File: config.mk
export PLATFORM = sky130hd
export DESIGN_NAME = elevator_floor_tracker
export DESIGN_NICKNAME = d
export VERILOG_FILES = /design/src/rtl/elevator_pkg.sv /design/src/rtl/elevator_door_timer.sv /design/src/rtl/elevator_floor_tracker.sv
export SDC_FILE = /design/constraint.sdc
export NUM_CORES = 1
export LEC_CHECK = 0
export BUFFER_PORTS_ARGS = -buffer_cell sky130_fd_sc_hd__clkbuf_2
export CORE_MARGIN = 2
export CORE_UTILIZATION = 42
export CTS_BUF_LIST = sky130_fd_sc_hd__clkbuf_8
export CTS_CLUSTER_SIZE = 40
export DETAILED_ROUTE_END_ITERATION = 10
export PLACE_DENSITY = 0.62
export SYNTH_ARGS = -nofsm -noshare
export SYNTH_HDL_FRONTEND = slang
export SYNTH_SLANG_ARGS = --single-unit
File: constraint.sdc
create_clock -name clk -period 2.44 [get_ports clk]
set_input_delay 0.244 -clock clk [delete_from_list [all_inputs] [get_ports clk]]
set_output_delay 0.244 -clock clk [all_outputs]
set_load 0.01 [all_outputs]
File: src/rtl/elevator_pkg.sv
// ----------------------------------------------------------------
// elevator_pkg: shared state, direction and command encodings
// Rev 1.0
// ----------------------------------------------------------------
`default_nettype none

package elevator_pkg;

  typedef enum logic [1:0] {
    IDLE = 2'd0,
    MOVE = 2'd1,
    DOOR = 2'd2
  } state_e;

  localparam logic DIR_UP   = 1'b1;
  localparam logic DIR_DOWN = 1'b0;

  // {motor, direction} as driven by the controller
  localparam logic [1:0] CMD_STOP       = 2'b00;
  localparam logic [1:0] CMD_UP_GOING   = {1'b1, DIR_UP};
  localparam logic [1:0] CMD_DOWN_GOING = {1'b1, DIR_DOWN};

  function automatic logic at_limit(input int floor, input logic dir, input int num_floors);
    return (dir == DIR_UP) ? (floor == num_floors - 1) : (floor == 0);
  endfunction

endpackage

`default_nettype wire

File: src/rtl/elevator_door_timer.sv
// ----------------------------------------------------------------
// elevator_door_timer: reloadable door dwell countdown with done flag
// Rev 1.0
// ----------------------------------------------------------------
`default_nettype none

module elevator_door_timer #(
  parameter int DOOR_CYCLES = 32
) (
  input  logic clk,
  input  logic rst,
  input  logic load_i,
  input  logic dec_i,
  output logic done_o
);

  localparam int               CNT_W    = $clog2(DOOR_CYCLES + 1);
  localparam logic [CNT_W-1:0] LOAD_VAL = CNT_W'(DOOR_CYCLES - 1);

  logic [CNT_W-1:0] count_q;

  always_ff @(posedge clk) begin
    if (rst) begin
      count_q <= '0;
    end else if (load_i) begin
      count_q <= LOAD_VAL;
    end else if (dec_i && (count_q != '0)) begin
      count_q <= count_q - CNT_W'(1);
    end
  end

  assign done_o = (count_q == '0);

endmodule

`default_nettype wire

File: src/rtl/elevator_floor_tracker.sv
// ----------------------------------------------------------------
// elevator_floor_tracker: car position, motor drive and door dwell
// Rev 1.0
// ----------------------------------------------------------------
`default_nettype none

module elevator_floor_tracker #(
  parameter int NUM_FLOORS      = 5,
  parameter int FLOOR_W         = 5,
  parameter int TICKS_PER_FLOOR = 16,
  parameter int DOOR_CYCLES     = 32,
  parameter int RESET_FLOOR     = 0
) (
  input  logic               clk,
  input  logic               rst,
  input  logic               motor_i,
  input  logic               direction_i,
  input  logic               door_hold_i,
  output logic [FLOOR_W-1:0] floor_cur_o,
  output logic               at_floor_o,
  output logic               motor_drive_o,
  output logic               dir_drive_o,
  output logic               door_open_o,
  output logic               arrived_o,
  output logic               limit_err_o
);

  import elevator_pkg::*;

  localparam int                 OFF_W     = $clog2(TICKS_PER_FLOOR);
  localparam logic [OFF_W-1:0]   LAST_TICK = OFF_W'(TICKS_PER_FLOOR - 1);
  localparam logic [FLOOR_W-1:0] RST_FLOOR = FLOOR_W'(RESET_FLOOR);

  state_e             state_q;
  logic [OFF_W-1:0]   offset_q;
  logic               dir_q;
  logic [FLOOR_W-1:0] floor_q;
  logic [FLOOR_W-1:0] floor_d;
  logic               at_floor_q;
  logic               motor_drive_q;
  logic               dir_drive_q;
  logic               door_open_q;
  logic               arrived_q;
  logic               limit_err_q;

  logic seg_end;
  logic req_same_dir;
  logic limit_hit;
  logic keep_moving;
  logic timer_load;
  logic timer_dec;
  logic timer_done;

  // Arrival decision uses the inputs of the last tick of the segment, so a
  // continuing car keeps a strict TICKS_PER_FLOOR cadence between floors.
  always_comb begin
    seg_end      = (state_q == MOVE) && (offset_q == LAST_TICK);
    floor_d      = (dir_q == DIR_UP) ? floor_q + FLOOR_W'(1) : floor_q - FLOOR_W'(1);
    req_same_dir = motor_i && (direction_i == dir_q);
    limit_hit    = req_same_dir && at_limit(int'(floor_d), dir_q, NUM_FLOORS);
    keep_moving  = req_same_dir && !limit_hit;
    timer_load   = (seg_end && !keep_moving) || ((state_q == DOOR) && door_hold_i);
    timer_dec    = (state_q == DOOR) && !door_hold_i;
  end

  elevator_door_timer #(
    .DOOR_CYCLES(DOOR_CYCLES)
  ) u_door_timer (
    .clk   (clk),
    .rst   (rst),
    .load_i(timer_load),
    .dec_i (timer_dec),
    .done_o(timer_done)
  );

  always_ff @(posedge clk) begin
    if (rst) begin
      state_q       <= IDLE;
      offset_q      <= '0;
      dir_q         <= DIR_DOWN;
      floor_q       <= RST_FLOOR;
      at_floor_q    <= 1'b1;
      motor_drive_q <= 1'b0;
      dir_drive_q   <= 1'b0;
      door_open_q   <= 1'b0;
      arrived_q     <= 1'b0;
      limit_err_q   <= 1'b0;
    end else begin
      arrived_q   <= 1'b0;
      limit_err_q <= 1'b0;
      case (state_q)
        IDLE: begin
          if (motor_i) begin
            if (at_limit(int'(floor_q), direction_i, NUM_FLOORS)) begin
              limit_err_q <= 1'b1;
            end else begin
              state_q       <= MOVE;
              dir_q         <= direction_i;
              offset_q      <= '0;
              motor_drive_q <= 1'b1;
              dir_drive_q   <= direction_i;
              at_floor_q    <= 1'b0;
            end
          end
        end
        MOVE: begin
          if (seg_end) begin
            floor_q    <= floor_d;
            offset_q   <= '0;
            at_floor_q <= 1'b1;
            arrived_q  <= 1'b1;
            if (!keep_moving) begin
              state_q       <= DOOR;
              motor_drive_q <= 1'b0;
              door_open_q   <= 1'b1;
              limit_err_q   <= limit_hit;
            end
          end else begin
            offset_q   <= offset_q + OFF_W'(1);
            at_floor_q <= 1'b0;
          end
        end
        DOOR: begin
          if (!door_hold_i && timer_done) begin
            door_open_q <= 1'b0;
            state_q     <= IDLE;
          end
        end
        default: begin
          state_q <= IDLE;
        end
      endcase
    end
  end

  assign floor_cur_o   = floor_q;
  assign at_floor_o    = at_floor_q;
  assign motor_drive_o = motor_drive_q;
  assign dir_drive_o   = dir_drive_q;
  assign door_open_o   = door_open_q;
  assign arrived_o     = arrived_q;
  assign limit_err_o   = limit_err_q;

endmodule

`default_nettype wire

; Yosys cells after proc, flatten, opt, wreduce, memory -nomap -nowiden
; Cells that the tools add are included.
[op_classes]
n_addsub = 4
n_mul = 0
div = 0
magnitude_cmp = 0
n_eq_ne = 11
shifts = 0
n_mux = 33
bitwise = 2
reduce_logical = 29
[op_table]
columns = cell, count
row1 = 1-bit two-way mux, 16
row2 = 5-bit two-way mux, 3
row3 = 4-bit two-way mux, 3
row4 = "5-bit by 4-bit equality test with 1-bit output, second input constant", 2
row5 = 5-bit zero test, 2
row6 = 2-bit two-way mux, 5
row7 = 5-bit AND reduction, 2
row8 = 1-bit logical AND, 9
row9 = "2-bit inequality test, second input constant", 4
row10 = 1-bit one-hot mux with 2 select lines, 4
row11 = 4-bit one-hot mux with 2 select lines, 1
row12 = 6-bit zero test, 1
row13 = 2-bit one-hot mux with 3 select lines, 1
row14 = 3-bit AND reduction, 2
row15 = 2-bit nonzero test, 3
row16 = 6-bit nonzero test, 1
row17 = "6-bit by 1-bit subtractor with 6-bit output, second input constant", 1
row18 = "5-bit by 1-bit adder with 5-bit output, second input constant", 1
row19 = "5-bit by 1-bit subtractor with 5-bit output, second input constant", 1
row20 = "4-bit by 1-bit adder with 4-bit output, second input constant", 1
row21 = "4-bit equality test, second input constant", 1
row22 = 4-bit AND reduction, 1
row23 = 2-bit OR reduction, 2
row24 = 1-bit zero test, 3
row25 = 8 further kinds, 9
[word_totals]
ff_bits = 23
latchBits = 0
ramBits = 0
rom_bits = 0
inputBits = 5
output_inout_bits = 11
wordCells = 90
n_memories = 0

; Longest topological paths before layout
; Gate-level depths: netlist of run 1.
[logic_depth]
word_depth = 11
depth_mapped = 8
ltp_nobuf = 7

; By module
; Synthesis of run 1 repeated with hierarchy kept, for this count alone.
[unflattened]
cells_unflattened = 162
area_unflattened_um2 = 1356.3
[modules_own_cells]
columns = module, instances, cells_per_inst, area_per_inst_um2, seq_area_each_um2
row1 = elevator_floor_tracker, 1, 124, 1009.7, 340.3
row2 = elevator_door_timer, 1, 38, 346.6, 120.1

; Least setup slack after synthesis of run 1
; No wires, ideal clock.
[synth_path]
path_kind = register to register
startpoint = register dir_drive_o (netlist name)
endpoint = register u_door_timer.count_q[5]
setup_ps = 100
t_arrival_ps = 2356
required_time_ps = 2340
path_slack_ps = -16
path_stages_with_launch = 9
path_buffers = 1
synth_period_minus_slack_ps = 2456
path_cell_list = dfxtp_1 -> clkbuf_1 -> inv_1 -> fa_1 -> a21o_1 -> a21oi_1 -> xnor3_1 -> a21o_1 -> a2111oi_4
[synth_rtl]
columns = element, line_no
row1 = "end signal, assigned", elevator_door_timer.sv:28  ; count_q <= count_q - CNT_W'(1);
row2 = "end, declared", elevator_door_timer.sv:20  ; logic [CNT_W-1:0] count_q;

==> results of run 1 <==
==> critical path, delay by kind of cell (launching register included) <==
kind | cells | cell delay (ns)
fa+ha+maj | 1 | 0.35
flops | 1 | 0.34
simple gates | 3 | 0.80
buf+inv | 1 | 0.10
compound gates | 2 | 0.56
==> per-layer routing <==
layer,track usage (%),routed length [um]
met5,0,0
met4,4.87,27
met3,4.15,87
met2,27.3,1200
met1,22.7,1230
==> worst min path at each step <==
| stage | startpoint | to | slack [ns] | depth (start not counted) |
|---|---|---|---|---|
| final | direction_i | dir_drive_o$_SDFFE_PP0P_ | 0.26 | 3 |
| after global routing | direction_i | dir_drive_o$_SDFFE_PP0P_ | 0.28 | 3 |
| after CTS | direction_i | dir_drive_o$_SDFFE_PP0P_ | 0.26 | 3 |
| after detailed placement | at_floor_o$_SDFFE_PP1P_ | at_floor_o$_SDFFE_PP1P_ | 0.46 | 1 |
| after global placement | at_floor_o$_SDFFE_PP1P_ | at_floor_o$_SDFFE_PP1P_ | 0.45 | 1 |
| after floorplan | rst | u_door_timer.count_q[5]$_SDFFE_PP0P_ | 0.31 | 1 |
==> through the flow <==
stage                     hold WS (ns)  total power (W)  util, %  setup slack, ns  cell area, sq um
after floorplan                  0.308         0.000449        -           0.0777              1280
after global placement           0.453         0.000468     46.9            0.259              1400
after detailed placement         0.458         0.000469     46.9            0.175              1400
after CTS                        0.256         0.000713     48.5            0.159              1440
after global routing             0.279         0.000735     48.7           0.0376              1450
final                            0.260         0.000704     48.7            0.203              1450
==> power breakdown <==
part / internal (W) / total [W] / switching [W]
Combinational: 0.0000289 / 0.0000692 / 0.0000403
Clock: 0.000114 / 0.000244 / 0.000130
Sequential: 0.000384 / 0.000391 / 0.00000711
Total: 0.000527 / 0.000704 / 0.000177
==> repair_timing <==
item,4_1_cts,5_1_grt
hold endpoints to repair,0,0
gates resized for setup,0,2
setup endpoints to repair,0,1
hold buffers,0,0
==> state kept, by name, indices dropped and copies added, names as in the netlist <==
signal and count:
floor_cur_o 5, dir_drive_o 1, at_floor_o 1, motor_drive_o 1, u_door_timer.count_q 6, arrived_o 1, door_open_o 1, limit_err_o 1
state_q 2, offset_q 4
==> cell families after synthesis <==
group | Yosys count
buffers and inverters | 11
flip-flops | 23
XOR/XNOR | 12
AND/OR/NAND/NOR | 52
adder cells (fa/ha/maj) | 8
AO/OA/AOI/OAI | 32
==> final cells by class <==
| class | count | share of cell area [%] |
|---|---|---|
| clock buffers | 3 | 2.85 |
| inverters | 6 | 1.55 |
| repair buffers | 18 | 6.74 |
| well taps | 33 | 2.85 |
| clock inverters | 1 | 0.345 |
| flip-flops and latches | 23 | 31.8 |
| multi-input cells | 104 | 53.9 |
==> placed cells by master, fill, tap and decap left out, types with 2 or more instances in the layout <==
cell and n:
and3_1 3, xnor2_1 7, nor4_1 2, a21o_1 3, a211oi_1 5, clkbuf_2 15, xor2_1 4, inv_1 6
o21ai_0 3, clkbuf_8 3, nor2_1 19, a21oi_1 7, ha_1 7, a31oi_1 6, dfxtp_1 23, nand2_1 9
buf_4 3, nand3_1 7, a2111oi_4 2
==> impl_metrics.ini, run 1 <==
[final_layout]
final_cells = 188
nets = 169
multi_input_area_sq_um = 781
layout-drive-gt1-share_pct = 22.6
final.fill_count = 287
seq_area_sq_um = 460
area_delta_synth_final_pct = 13.3
diodes = 0

[place]
gp_congestion = 0.801
dp_hpwl_mm = 1.91
dp_cells = 184
port_buffers = 15

[critical_path]
crit_start = dir_drive_o$_SDFFE_PP0P_
crit_chain = inv_1, ha_1, and3_1, or3_4, a211oi_4, nand3_2, a31oi_1
cp.arrival_ns = 2.42
cp-endpoint = u_door_timer.count_q[3]$_SDFFE_PP0P_
path_max_fanout = 6
max_stage_delay_ns = 0.39
critPathLaunchType = flip-flop
regToRegEndpoint = u_door_timer.count_q[3]$_SDFFE_PP0P_
worstSetupPathType = reg -> reg
slowest_stage = or3_4
reg2reg_slack_ns = 0.20
end_kind = flip-flop
worstPathRequired_ns = 2.62
r2r_start = dir_drive_o$_SDFFE_PP0P_
rr_worst_depth = 7

[grt]
grt_pass1_vias = 998
antenna_found_initial = 0
grt_max_degree = 24
grt_pass1_wl_mm = 4.46
overflow = 0
track_usage_pct = 17.0

[floorplanning]
die_h_um = 59.2
die_width_um = 59.2
die_area_sq_mm = 0.00350
ios = 16
coreArea_sq_mm = 0.00298
initial_core_util_pct = 42.9
num_rows = 20

[routing]
dr.pass1.iters = 4
vias = 1034
viasPerCell = 5.50
postRouteAntennaNets = 0
drc_errors = 0
wl_per_cell_um = 13.6
wirelength_mm = 2.55
drtIter0Drc = 31

[clocking]
cts_root_buf = clkbuf_8
clk_pin_slew_ns = 0.09
tritoncts = done
clk_latency_ns = 0.27
cts_buffers = 3
clock_path_buffers = 2
clock_sinks = 23
postCtsSetupBuffers = 0
cts.htree.levels = 1

[synthesis]
netlist_area_sq_mm = 0.00128
synth_xor_area_share_pct = 9.30
yosys.cell_types.count = 37
syn_area_per_cell_sq_um = 9.27
synthFlopType = dfxtp_1
syn_inst = 138
ys_async_sr_fraction_pct = 0
synthMuxAreaShare_pct = 0
synth_common_cells = dfxtp_1, nor2_1, nand2_1
yosys_warnings = 0
ys_seq_elements = 23
syn_nets = 151
synth_top_area_share_pct = 36.0
yosys.area_share.simple_pct = 22.0
synth_top_area_cell = dfxtp_1
synth_fa_ha_area_share_pct = 8.41
synth_top_family_by_area = simple AND/OR/NAND/NOR gates
synth-seq-area-share_pct = 36.0
yosys-top-cells-area = dfxtp_1, ha_1, nor2_1
synth_edf_count = 0
synth_compound_area_share_pct = 20.9
synth.most_common_cell = dfxtp_1

[timing]
skew_ns = 0.0110
tns_ns = 0
worstMarginPinSlew_ns = 0.531
fin_crit_sh_pct = 91.7
slew_headroom_pct = 64.6
hold_viol_final = 0
max_freq_mhz = 447
finalSetupViolations = 0
slew_violations = 0
min_period_ns = 2.24
rsz0062_at_grt = false

[power_and_ir_drop]
max-vdd-ir-drop_v = 0.000357
power_leakage_nw = 0.552
powerDensity_mw_per_mm2 = 486

[run_status]
outcome = finished, final reports clean

[hold_path]
hold_path.class = in -> reg

[flow_run]
drv_cap = 0
Power figures use the tool's default switching activity.
==> inputs of run 2 (changes only) <==
- BUFFER_PORTS_ARGS: -buffer_cell sky130_fd_sc_hd__clkbuf_2 -> -buffer_cell sky130_fd_sc_hd__buf_2
==> impl_metrics.ini, run 2 (same netlist as run 1, synthesis figures left out) <==
[run_status]
outcome = finished, final reports clean

[clocking]
tritoncts = done
clk_pin_slew_ns = 0.09
cts.htree.levels = 1
cts_buffers = 3
cts_root_buf = clkbuf_8
clock_sinks = 23
cts_hold_buffers = 0
cts_resized = 0
clk_latency_ns = 0.27
clock_path_buffers = 2
postCtsSetupBuffers = 0

[floorplanning]
ios = 16
initial_core_util_pct = 42.9
num_rows = 20
die_area_sq_mm = 0.00350
die_h_um = 59.2
die_width_um = 59.2
coreArea_sq_mm = 0.00298

[power_and_ir_drop]
clockPowerShare_pct = 34.5
netSwitchingFraction_pct = 25.1
p_int_w = 0.000527
power_frac_comb_pct = 9.9
p_switching_w = 0.000176
power_leakage_nw = 0.559
max-vdd-ir-drop_v = 0.000197
power_frac_seq_pct = 55.6
powerDensity_mw_per_mm2 = 487

[grt]
grt_pass1_vias = 972
overflow = 0
grtUsageMet3_pct = 2.62
antenna_found_initial = 0
met1_usage_pct = 22.6
grt_max_degree = 24
grt_pass1_wl_mm = 4.40
grtUsageMet2_pct = 26.7
gr-max-usage-layer = met2
track_usage_pct = 16.7

[timing]
slew_violations = 0
slew_headroom_pct = 65.7
skew_ns = 0.00435
hold_viol_final = 0
fin_crit_sh_pct = 92.3
min_period_ns = 2.25
whs_ns = 0.266
tns_ns = 0
finalSetupViolations = 0
worstMarginPinSlew_ns = 0.512
rsz0062_at_grt = false
max_freq_mhz = 444

[critical_path]
slowest_stage = fa_1
crit_start = dir_drive_o$_SDFFE_PP0P_
r2r_start = dir_drive_o$_SDFFE_PP0P_
path_max_fanout = 5
crit_chain = inv_1, fa_1, a21o_1, a21oi_1, xnor3_1, a21o_1, a2111oi_4
critPathLaunchType = flip-flop
worstPathRequired_ns = 2.61
worstSetupPathType = reg -> reg
end_kind = flip-flop
max_stage_delay_ns = 0.42
cp.arrival_ns = 2.43
cpMostUsedCell = a21o_1

[routing]
wl_per_cell_um = 13.4
postRouteAntennaNets = 0
drtIter0Drc = 30
vias = 1014
drc_errors = 0
viasPerCell = 5.39
dr.pass1.iters = 4
wirelength_mm = 2.53

[final_layout]
layout-drive-gt1-share_pct = 21.3
top_register = u_door_timer.count_q
diodes = 0
nets = 169
largest_register_ffs = 6
layout_common_cells = dfxtp_1, nor2_1, buf_2
area_delta_synth_final_pct = 12.9
design_area_sq_mm = 0.00144
layout_commonest_cell = dfxtp_1

[hold_path]
hold_path.class = in -> reg
min_from = direction_i

[flow_run]
drv_cap = 0

[place]
placed_cell_area_sq_mm = 0.00140
dp_hpwl_mm = 1.91
gp_congestion = 0.798
port_buffers = 15
[run 2: cell count changes in the layout (fill, tap and decap cells not counted)]
cell	change
xnor3_1	+1
xnor3_2	-1
a21oi_1	+1
clkbuf_2	-15
buf_2	+15
a21oi_2	-1
[run 2: metrics by stage]
step | util, % | power [W] | worst slack, ns | instances
3_5_place_dp | 46.9 | 0.000469 | 0.192 | 184
2_1_floorplan | - | 0.000449 | 0.0777 | 138
4_1_cts | 48.5 | 0.000708 | 0.177 | 188
5_1_grt | 48.5 | 0.000740 | 0.0182 | 188
3_3_place_gp | 46.9 | 0.000468 | 0.259 | 184
6_report | 48.5 | 0.000703 | 0.188 | 188
[run 2: power by group through the flow]
stage | sequential, W | clock [W] | combinational (W)
final | 0.000391 | 0.000243 | 0.0000696
after detailed placement | 0.000400 | 0 | 0.0000695
after CTS | 0.000391 | 0.000247 | 0.0000698
after global placement | 0.000399 | 0 | 0.0000682
after floorplan | 0.000401 | 0 | 0.0000478
after global routing | 0.000392 | 0.000271 | 0.0000770
[run 2: path summary, 6_finish.rpt]
| check | end | depth (start not counted) | slack [ns] |
|---|---|---|---|
| hold / removal | dir_drive_o$_SDFFE_PP0P_ | 3 | 0.27 |
| setup reg to reg | u_door_timer.count_q[5]$_SDFFE_PP0P_ | 7 | 0.19 |
| hold reg to reg | at_floor_o$_SDFFE_PP1P_ | 1 | 0.47 |
| setup / recovery | u_door_timer.count_q[5]$_SDFFE_PP0P_ | 7 | 0.19 |
[run 2: critical path, delay by kind of cell, from the launching register on]
kind / cells / cell delay, ns
compound gates: 4 / 0.97
xor+xnor: 1 / 0.32
fa+ha+maj: 1 / 0.42
buf+inv: 1 / 0.10
flops: 1 / 0.34
[run 2: final cells by class]
type / count / area (sq um)
fill: 294 / 1530
clock inverter: 1 / 5.00
inverter: 6 / 22.5
multi-input combinational: 104 / 776
tap: 33 / 41.3
sequential: 23 / 460
timing repair buffer: 18 / 97.6
clock buffer: 3 / 41.3
[run 2: layer usage]
layer	part of all wire [%]	up-vias
met3	2.6	5
met4	1.5	0
met2	46	12
met1	50	469
met5	0	-
li1	-	528
